## src/rtl/conv_layer_sched_pkg.sv

```systemverilog
// Shared types and defaults for the layer scheduler.
package conv_layer_sched_pkg;

  localparam int unsigned LayerWDefault = 4;
  localparam int unsigned PerfWDefault  = 32;

  // Main FSM state encoding
  localparam logic [2:0] StateIdle     = 3'd0;
  localparam logic [2:0] StateWload    = 3'd1;
  localparam logic [2:0] StateConvWait = 3'd2;
  localparam logic [2:0] StateConvRun  = 3'd3;
  localparam logic [2:0] StateFlush    = 3'd4;

  typedef enum logic [2:0] {
    StIdle     = StateIdle,
    StWload    = StateWload,
    StConvWait = StateConvWait,
    StConvRun  = StateConvRun,
    StFlush    = StateFlush
  } state_e;

endpackage

```

## src/rtl/psum_drain_tracker.sv

```systemverilog
// Tracks which psum banks await draining and launches drains in strict FIFO order.
module psum_drain_tracker (
  input  logic       clk,
  input  logic       rst,
  input  logic       clear,
  input  logic       set_pend,
  input  logic       set_bank,
  input  logic       drain_done,
  output logic       drain_start,
  output logic       drain_bank,
  output logic [1:0] bank_busy,
  output logic       quiet
);

  logic [1:0] pend_q, pend_d;
  logic       draining_q, draining_d;
  logic       oldest_q, oldest_d;
  logic       start_q, start_d;
  logic       bank_q, bank_d;
  logic       launch;
  logic       launch_bank;

  // Next-state: retire finished drain, launch the oldest pending bank, record new pending bank
  always_comb begin
    pend_d      = pend_q;
    draining_d  = draining_q;
    oldest_d    = oldest_q;
    start_d     = 1'b0;
    bank_d      = bank_q;
    launch      = !draining_q && (pend_q != 2'b00);
    // With both banks pending the older one goes first
    launch_bank = (pend_q == 2'b11) ? oldest_q : pend_q[1];

    if (draining_q && drain_done) begin
      draining_d = 1'b0;
    end
    if (launch) begin
      pend_d[launch_bank] = 1'b0;
      draining_d          = 1'b1;
      start_d             = 1'b1;
      bank_d              = launch_bank;
    end
    if (set_pend) begin
      pend_d[set_bank] = 1'b1;
      if (pend_d[!set_bank]) begin
        oldest_d = !set_bank;
      end
    end
    if (clear) begin
      pend_d     = 2'b00;
      draining_d = 1'b0;
      start_d    = 1'b0;
    end
  end

  // Tracker state registers
  always_ff @(posedge clk) begin
    if (rst) begin
      pend_q     <= 2'b00;
      draining_q <= 1'b0;
      oldest_q   <= 1'b0;
      start_q    <= 1'b0;
      bank_q     <= 1'b0;
    end else begin
      pend_q     <= pend_d;
      draining_q <= draining_d;
      oldest_q   <= oldest_d;
      start_q    <= start_d;
      bank_q     <= bank_d;
    end
  end

  assign drain_start  = start_q;
  assign drain_bank   = bank_q;
  assign bank_busy[0] = pend_q[0] | (draining_q & ~bank_q);
  assign bank_busy[1] = pend_q[1] | (draining_q & bank_q);
  // Finishing drain counts as quiet so completion is reported the cycle after drain_done
  assign quiet        = (pend_q == 2'b00) && (!draining_q || drain_done);

endmodule

```

## src/rtl/conv_layer_sched.sv

```systemverilog
// Layer scheduler: sequences weight load, conv and ping-pong psum drain per layer.
module conv_layer_sched
  import conv_layer_sched_pkg::*;
#(
  parameter int unsigned LAYER_W = LayerWDefault,
  parameter int unsigned PERF_W  = PerfWDefault
) (
  input  logic               clk,
  input  logic               rst,
  input  logic               host_start,
  input  logic [LAYER_W-1:0] host_layers,
  input  logic               abort,
  output logic               busy,
  output logic               all_done,
  output logic [LAYER_W-1:0] layer_idx,
  output logic               wload_start,
  input  logic               wload_done,
  output logic               conv_start,
  input  logic               conv_done,
  output logic               conv_bank,
  output logic               drain_start,
  output logic               drain_bank,
  input  logic               drain_done,
  output logic [PERF_W-1:0]  conv_cycles
);

  state_e             state_q, state_d;
  logic [LAYER_W-1:0] layer_q, layer_d;
  logic [LAYER_W-1:0] last_q, last_d;
  logic [PERF_W-1:0]  cyc_q, cyc_d;
  logic               busy_q, busy_d;
  logic               all_done_q, all_done_d;
  logic               wload_start_q, wload_start_d;
  logic               conv_start_q, conv_start_d;
  logic               set_pend;
  logic [1:0]         bank_busy;
  logic               quiet;

  // Next-state and registered-output decode; abort overrides everything
  always_comb begin
    state_d       = state_q;
    layer_d       = layer_q;
    last_d        = last_q;
    cyc_d         = cyc_q;
    busy_d        = busy_q;
    all_done_d    = 1'b0;
    wload_start_d = 1'b0;
    conv_start_d  = 1'b0;
    set_pend      = 1'b0;

    if ((state_q == StConvRun) && (cyc_q != '1)) begin
      cyc_d = cyc_q + PERF_W'(1);
    end

    unique case (state_q)
      StIdle: begin
        if (host_start && (host_layers != '0)) begin
          state_d       = StWload;
          layer_d       = '0;
          last_d        = host_layers - LAYER_W'(1);
          cyc_d         = '0;
          busy_d        = 1'b1;
          wload_start_d = 1'b1;
        end
      end
      StWload: begin
        if (wload_done) state_d = StConvWait;
      end
      StConvWait: begin
        if (!bank_busy[layer_q[0]]) begin
          state_d      = StConvRun;
          conv_start_d = 1'b1;
        end
      end
      StConvRun: begin
        if (conv_done) begin
          set_pend = 1'b1;
          if (layer_q == last_q) begin
            state_d = StFlush;
          end else begin
            layer_d       = layer_q + LAYER_W'(1);
            state_d       = StWload;
            wload_start_d = 1'b1;
          end
        end
      end
      StFlush: begin
        if (quiet) begin
          state_d    = StIdle;
          busy_d     = 1'b0;
          all_done_d = 1'b1;
        end
      end
      default: state_d = StIdle;
    endcase

    if (abort) begin
      state_d       = StIdle;
      layer_d       = '0;
      cyc_d         = cyc_q;
      busy_d        = 1'b0;
      all_done_d    = 1'b0;
      wload_start_d = 1'b0;
      conv_start_d  = 1'b0;
      set_pend      = 1'b0;
    end
  end

  // FSM, layer counter and perf counter registers
  always_ff @(posedge clk) begin
    if (rst) begin
      state_q       <= StIdle;
      layer_q       <= '0;
      last_q        <= '0;
      cyc_q         <= '0;
      busy_q        <= 1'b0;
      all_done_q    <= 1'b0;
      wload_start_q <= 1'b0;
      conv_start_q  <= 1'b0;
    end else begin
      state_q       <= state_d;
      layer_q       <= layer_d;
      last_q        <= last_d;
      cyc_q         <= cyc_d;
      busy_q        <= busy_d;
      all_done_q    <= all_done_d;
      wload_start_q <= wload_start_d;
      conv_start_q  <= conv_start_d;
    end
  end

  psum_drain_tracker u_tracker (
    .clk        (clk),
    .rst        (rst),
    .clear      (abort),
    .set_pend   (set_pend),
    .set_bank   (layer_q[0]),
    .drain_done (drain_done),
    .drain_start(drain_start),
    .drain_bank (drain_bank),
    .bank_busy  (bank_busy),
    .quiet      (quiet)
  );

  assign busy        = busy_q;
  assign all_done    = all_done_q;
  assign layer_idx   = layer_q;
  assign wload_start = wload_start_q;
  assign conv_start  = conv_start_q;
  assign conv_bank   = layer_q[0];
  assign conv_cycles = cyc_q;

endmodule

```

## config.mk

```make
export PLATFORM = sky130hd
export DESIGN_NAME = conv_layer_sched
export DESIGN_NICKNAME = d
export VERILOG_FILES = /design/src/rtl/conv_layer_sched_pkg.sv /design/src/rtl/psum_drain_tracker.sv /design/src/rtl/conv_layer_sched.sv
export SDC_FILE = /design/constraint.sdc
export NUM_CORES = 1
export LEC_CHECK = 0
export BUFFER_PORTS_ARGS = -buffer_cell sky130_fd_sc_hd__buf_2
export CORE_MARGIN = 8
export CORE_UTILIZATION = 54
export CTS_CLUSTER_SIZE = 30
export DETAILED_ROUTE_END_ITERATION = 7
export PLACE_DENSITY = 0.77
export RECOVER_POWER = 100
export SYNTH_ARGS = -nofsm -noshare
export SYNTH_HDL_FRONTEND = slang
export SYNTH_SLANG_ARGS = --single-unit
```

## constraint.sdc

```tcl
create_clock -name clk -period 2.96 [get_ports clk]
set_clock_uncertainty 0.15 [all_clocks]
set_input_delay 0.296 -clock clk [delete_from_list [all_inputs] [get_ports clk]]
set_output_delay 0.296 -clock clk [all_outputs]
set_load 0.1 [all_outputs]
```

After elaboration in Yosys (flattened, before gate mapping)
Index checks and enable logic that the tools add are counted.
{ "totals": {"ram_bits": 0, "wordCells": 109, "out_inout_bits": 43, "latchBits": 0, "mem_bits_ro": 0, "regBits": 53, "n_memories": 0} }
{ "classes": {"n_mux": 40, "magnitude_cmp": 5, "n_eq_ne": 13, "reduce_logical": 25, "n_bitwise": 10, "shifts": 0, "div_mod_pow": 0, "addsub": 3, "n_mul": 0} }
{ "ops": {"columns": ["op", "count"], "rows": [
  ["32-bit 2-to-1 mux", 3],
  ["32-bit by 1-bit adder with 32-bit output, second input constant", 1],
  ["32-bit != test, second input constant", 1],
  ["1-bit 2-to-1 mux", 20],
  ["3-bit 2-to-1 mux", 6],
  ["3-bit one-hot mux with 5 select lines", 1],
  ["4-bit 2-to-1 mux", 3],
  ["2-bit != test, second input constant", 6],
  ["4-bit one-hot mux with 2 select lines", 1],
  ["2-bit nonzero test", 4],
  ["1-bit logical AND", 7],
  ["3-bit by 2-bit equality test with 1-bit output, second input constant", 2],
  ["1-bit by 2-bit < comparator with 1-bit output, second input constant", 3],
  ["3-bit OR reduction", 2],
  ["5-bit AND reduction", 1],
  ["4-bit by 1-bit adder with 4-bit output, second input constant", 1],
  ["4-bit equality test", 1],
  ["2-bit 2-to-1 mux", 2],
  ["1-bit one-hot mux with 2 select lines", 2],
  ["2-bit AND reduction", 2],
  ["4-bit AND reduction", 1],
  ["4-bit nonzero test", 1],
  ["4-bit by 1-bit subtractor with 4-bit output, second input constant", 1],
  ["3-bit by 1-bit equality test with 1-bit output, second input constant", 1],
  ["other kinds (16)", 23]
]} }

Depth between registers and ports, before layout
{ "depth": {"depth_word": 13, "depth_mapped": 8} }

By module
A second synthesis with hierarchy kept.
{ "hier_totals": {"cells_unflattened": 332, "area_unflattened_um2": 2870.3} }
{ "modules_own_cells": {"columns": ["module", "area_each_um2", "instances", "cells_each"], "rows": [
  ["conv_layer_sched", 2575.0, 1, 300],
  ["psum_drain_tracker", 295.3, 1, 32]
]} }

Worst setup path after synthesis
No wires, ideal clock.
{ "synth_timing": {"path_type": "register to register", "from": "register cyc_q[0], in the netlist conv_cycles[0]", "to": "register cyc_q[28], in the netlist conv_cycles[28]", "path_stages_with_launch": 8, "arrival_time_ns": 2.634, "path_buffers": 0, "setup_slack_ns": 0.113, "setup_ns": 0.063, "required_ns": 2.747, "path_cell_list": "dfxtp_1 ha_1 and4_1 nand2_2 a2111oi_4 nand4_1 or3_1 nand2_1"} }
{ "synth_via": {"elab_chain_len": 5, "word_cells_on_any_way": 6} }
{ "synth_lines": {"columns": ["element", "line", "rtl"], "rows": [
  ["start, declared", "conv_layer_sched.sv:30", "logic [PERF_W-1:0] cyc_q, cyc_d;"],
  ["start signal, assigned", "conv_layer_sched.sv:124", "cyc_q <= cyc_d;"],
  ["parallel branches: the longest is 2 deep, another holds 32-bit by 1-bit adder with 32-bit output", null, null],
  ["32-bit 2-to-1 mux (*)", "conv_layer_sched.sv:51", "if ((state_q == StConvRun) && (cyc_q != '1)) begin"],
  ["32-bit 2-to-1 mux", "conv_layer_sched.sv:57", "if (host_start && (host_layers != '0)) begin"],
  ["32-bit 2-to-1 mux (*)", "conv_layer_sched.sv:55", "unique case (state_q)"]
]} }
Mark *: on every way between the ends.
A chain may end at the register's enable or synchronous reset.

Final worst setup path
{ "layout_timing": {"from": "register state_q[1]", "to": "register cyc_q[28], in the netlist conv_cycles[28]"} }
{ "layout_via": {"elab_chain_len": 5, "word_cells_on_any_way": 6} }
{ "layout_lines": {"columns": ["element", "line", "rtl"], "rows": [
  ["start, declared", "conv_layer_sched.sv:27", "state_e state_q, state_d;"],
  ["start signal, assigned", "conv_layer_sched.sv:112", "state_q <= StIdle;"],
  ["start signal, assigned", "conv_layer_sched.sv:121", "state_q <= state_d;"],
  ["3-bit by 2-bit equality test with 1-bit output", "conv_layer_sched.sv:51", null],
  ["1-bit logical AND", "conv_layer_sched.sv:51", null],
  ["32-bit 2-to-1 mux", "conv_layer_sched.sv:51", null],
  ["32-bit 2-to-1 mux", "conv_layer_sched.sv:57", null],
  ["32-bit 2-to-1 mux (*)", "conv_layer_sched.sv:55", null]
]} }
Every way passes the cells marked *; elsewhere a longest branch is shown, timed or not.

==> run metrics <==
syn nets=roughly 320; Finished Layout Cells=between 400 and 500; worst ir drop on vdd=0.1977 mV; GR peak layer=met2; max-slew violation count=0; DR vias/cell=roughly 5.6; clock tree from TritonCTS=done; share of the synthesized area in the top cell type=0.4186; Area contributors post-synth=dfxtp_1 42%, nor2_1 6.7%, xor2_1 6.6%; Hold Vio Cnt, Final=0; post-synthesis sequential area ratio=0.4186; sequential power share=0.584; synthesized area=~2500 µm²; # clock sinks=53; RR Startpoint=state_q[1]$_SDFFE_PP0P_; gr ovfl total=0; GRT met3 Usage=0.04976; status=completed; initial antenna violation count=0; Total Nets Final=about 360; combinational share of power=0.057; Worst Tran Pin Value=~1200 ps; warnings from Yosys=0; Post-Syn Instances=about 300; Hold Crit Class=in2reg; critical path's largest stage delay=680 ps; R2R Setup Slk=roughly 270 ps; Syn-to-layout area delta=12.73%; R2R Path End=conv_cycles[28]$_SDFFE_PP0N_; root buffer cell=clkbuf_8; Die H=roughly 85 µm; Core ar.=around 4600 µm²; # H-tree levels=2; post-layout min period=roughly 2700 ps; global-route wire length before repair=10170 µm; CP required=3070 ps; GR Layer Usage met2=0.2527; HPWL after DPL=4315 µm; arrival time at the worst endpoint=around 2800 ps; crit-path max FO=12; total CTS buffers=5; critical path launch point type=flip-flop; Maximum Capacitance Violations=0; switching power=290.4 µW; Internal=between 900 and 1000 µW; crit end category=flip-flop; Yosys reg bits=between 50 and 60; Crit Path Class=reg2reg; Hold Path Origin=host_layers[0]; cells on worst reg2reg path=7; Critical Path, Cell by Cell=and4bb_1, buf_4, nand2_2, a2111oi_2, nand4_1, or3_1, nand2_1; Setup-failing EPs final=0; unrepaired setup endpoints after global routing=false; TNS Setup=0 ps; worst hold path cell count=2; Pleak=between 0.001 and 0.0015 µW; DRT antenna net count=0; Rows=25; clk slew on worst S/H paths=roughly 90 ps; Die W=roughly 85 µm; DR WL/cell=14.60 µm; iteration-0 DRC count of the detailed router=129; Avg Inst Size Synth=about 8.4 µm²; Ports=54; worst skew pair latency=310 ps; Max Buffers Root-to-Sink=2; Max Freq=about 370 MHz; Worst path slowest cell=a2111oi_2; diodes inserted=0; Initial Util=0.5476; Via Count=approximately 2300; Total Routing Usage GR=0.1715; Clock Power Share=0.360; IO buf count=between 50 and 60; M1 GR Usage=0.2251; layout cell share with drive strength beyond 1=0.06877; final wirelength=slightly below 6000 µm; Synth area leader=dfxtp_1; Hold EP=last_q[0]$_SDFFE_PP0P_; switching share of power=0.2333; post-synth cell types=40; gpl congestion=just over 0.8; pin count of the biggest net entering global routing=19; # hold bufs at CTS=0; number of global-route vias before repair=roughly 2100; die footprint=7143 µm²; # DRC=0; Worst slew margin=0.2168; DRT Pass-1 Iters=4; postcts setup bufs=0; period utilization=0.9073; Post-CTS Resized=0; Inst Count DP=approximately 400; Pwr Density=435.5 nW/µm²
[cells by family (layout without fill, tap and decap cells)]
group,Yosys count,count (layout),synth area share
buffers and inverters,22,70,0.03554
multiplexers,1,1,0.003949
AND/OR/NAND/NOR,149,149,0.3011
flip-flops,53,53,0.4186
adder cells (fa/ha/maj),3,3,0.01481
XOR/XNOR,35,35,0.1209
AO/OA/AOI/OAI,38,38,0.1051
[area by class of cell]
cell class                      instances  area (µm²)
Fill cell                             454        1772
Multi-Input combinational cell        226        1374
Sequential cell                        53        1061
Timing Repair Buffer                   56       231.5
Clock buffer                            7       96.34
Tap cell                               54       67.56
Inverter                                6       22.52
Clock inverter                          1       5.005
[critical path, delay by kind of cell, from the launching register on]
family	cells	cell delay (ps)
buffers and inverters	1	190
AO/OA/AOI/OAI	1	680
flip-flops	1	590
AND/OR/NAND/NOR	5	1020
[power by group through the flow]
stage               registers, µW  logic (µW)  clock network (µW)
global placement              743        70.5                   0
detailed placement            743        71.3                   0
floorplan                     750        43.9                   0
global route                  728        76.9                 482
finish                        726        70.6                 447
CTS                           726        71.5                 455
[stage by stage]
step / util / worst slack [ps] / instance area, µm² / total power [µW] / hold WS [ps]
finish: 0.6173 / 274.5 / 2858 / 1244 / 79.68
global route: 0.6173 / 130.8 / 2858 / 1286 / 87.10
CTS: 0.6330 / 382.0 / 2930 / 1253 / 33.56
detailed placement: 0.6111 / 147.9 / 2829 / 814.4 / 325.2
global placement: 0.6111 / 185.4 / 2829 / 813.5 / 325.5
floorplan: - / 113.1 / 2535 / 794.0 / 241.6
[flip-flops by register name (all words and copies together) (netlist names)]
register	cells
all_done	1
busy	1
conv_cycles	32
conv_start	1
last_q	4
layer_idx	4
state_q	3
u_tracker.drain_bank	1
u_tracker.drain_start	1
u_tracker.draining_q	1
u_tracker.oldest_q	1
u_tracker.pend_q	2
wload_start	1
[how the worst max path moves through the flow]
stage,start,to,depth (start not counted)
after global placement,host_layers[0],conv_cycles[9]$_SDFFE_PP0N_,9
after global routing,state_q[1]$_SDFFE_PP0P_,conv_cycles[28]$_SDFFE_PP0N_,7
after floorplan,conv_cycles[0]$_SDFFE_PP0N_,conv_cycles[28]$_SDFFE_PP0N_,7
after CTS,state_q[0]$_SDFFE_PP0P_,conv_cycles[9]$_SDFFE_PP0N_,4
after detailed placement,host_layers[0],conv_cycles[9]$_SDFFE_PP0N_,9
final,state_q[1]$_SDFFE_PP0P_,conv_cycles[28]$_SDFFE_PP0N_,7
[placed cells by master (no fill, tap or decap), types with 2 or more instances in the layout]
cell / n
a211oi_1: 6
a21o_1: 2
a21oi_1: 13
a31oi_1: 2
and2_1: 3
and3_1: 8
and4_1: 8
buf_2: 8
buf_4: 3
clkbuf_1: 45
clkbuf_8: 7
dfxtp_1: 53
ha_1: 3
inv_1: 6
nand2_1: 23
nand2b_1: 2
nand3_1: 13
nand4_1: 9
nor2_1: 45
nor2b_1: 2
nor3_1: 17
nor3b_1: 2
nor4_1: 7
o21ai_0: 5
o21bai_1: 3
o31ai_1: 2
or3_1: 3
xnor2_1: 16
xor2_1: 19
[cell usage after synthesis]
library cell  count
dfxtp_1          53
o21bai_1          3
ha_1              3
a32oi_1           1
mux2i_1           1
xor2_1           19
nand2_1          23
a2111oi_4         1
or3b_2            1
nor3b_1           2
nand2b_1          2
a211oi_1          6
nand2_2           1
nor4b_1           1
buf_2             3
o31ai_1           2
o21ai_0           5
and2_1            3
or2_2             1
nor4_1            8
and4bb_1          1
nor2b_1           2
buf_4             1
or3_1             3
and3_1            8
clkbuf_1         12
or4_4             1
a22oi_1           1
and4_1            8
o21a_1            1
a21oi_1          13
nand4_1           9
xnor2_1          16
a21o_1            2
a31oi_1           2
inv_1             6
nand3_1          13
nor3_1           17
nor2_1           45
a311oi_2          1
[routing by layer]
metal / wire, µm / up-vias / part of all wire
met2: 2582 / 48 / 0.44
met1: 2835 / 1057 / 0.48
li1: - / 1151 / -
met3: 371 / 7 / 0.063
met4: 93 / 0 / 0.016
met5: 0 / - / 0
Power figures use the tool's default switching activity.
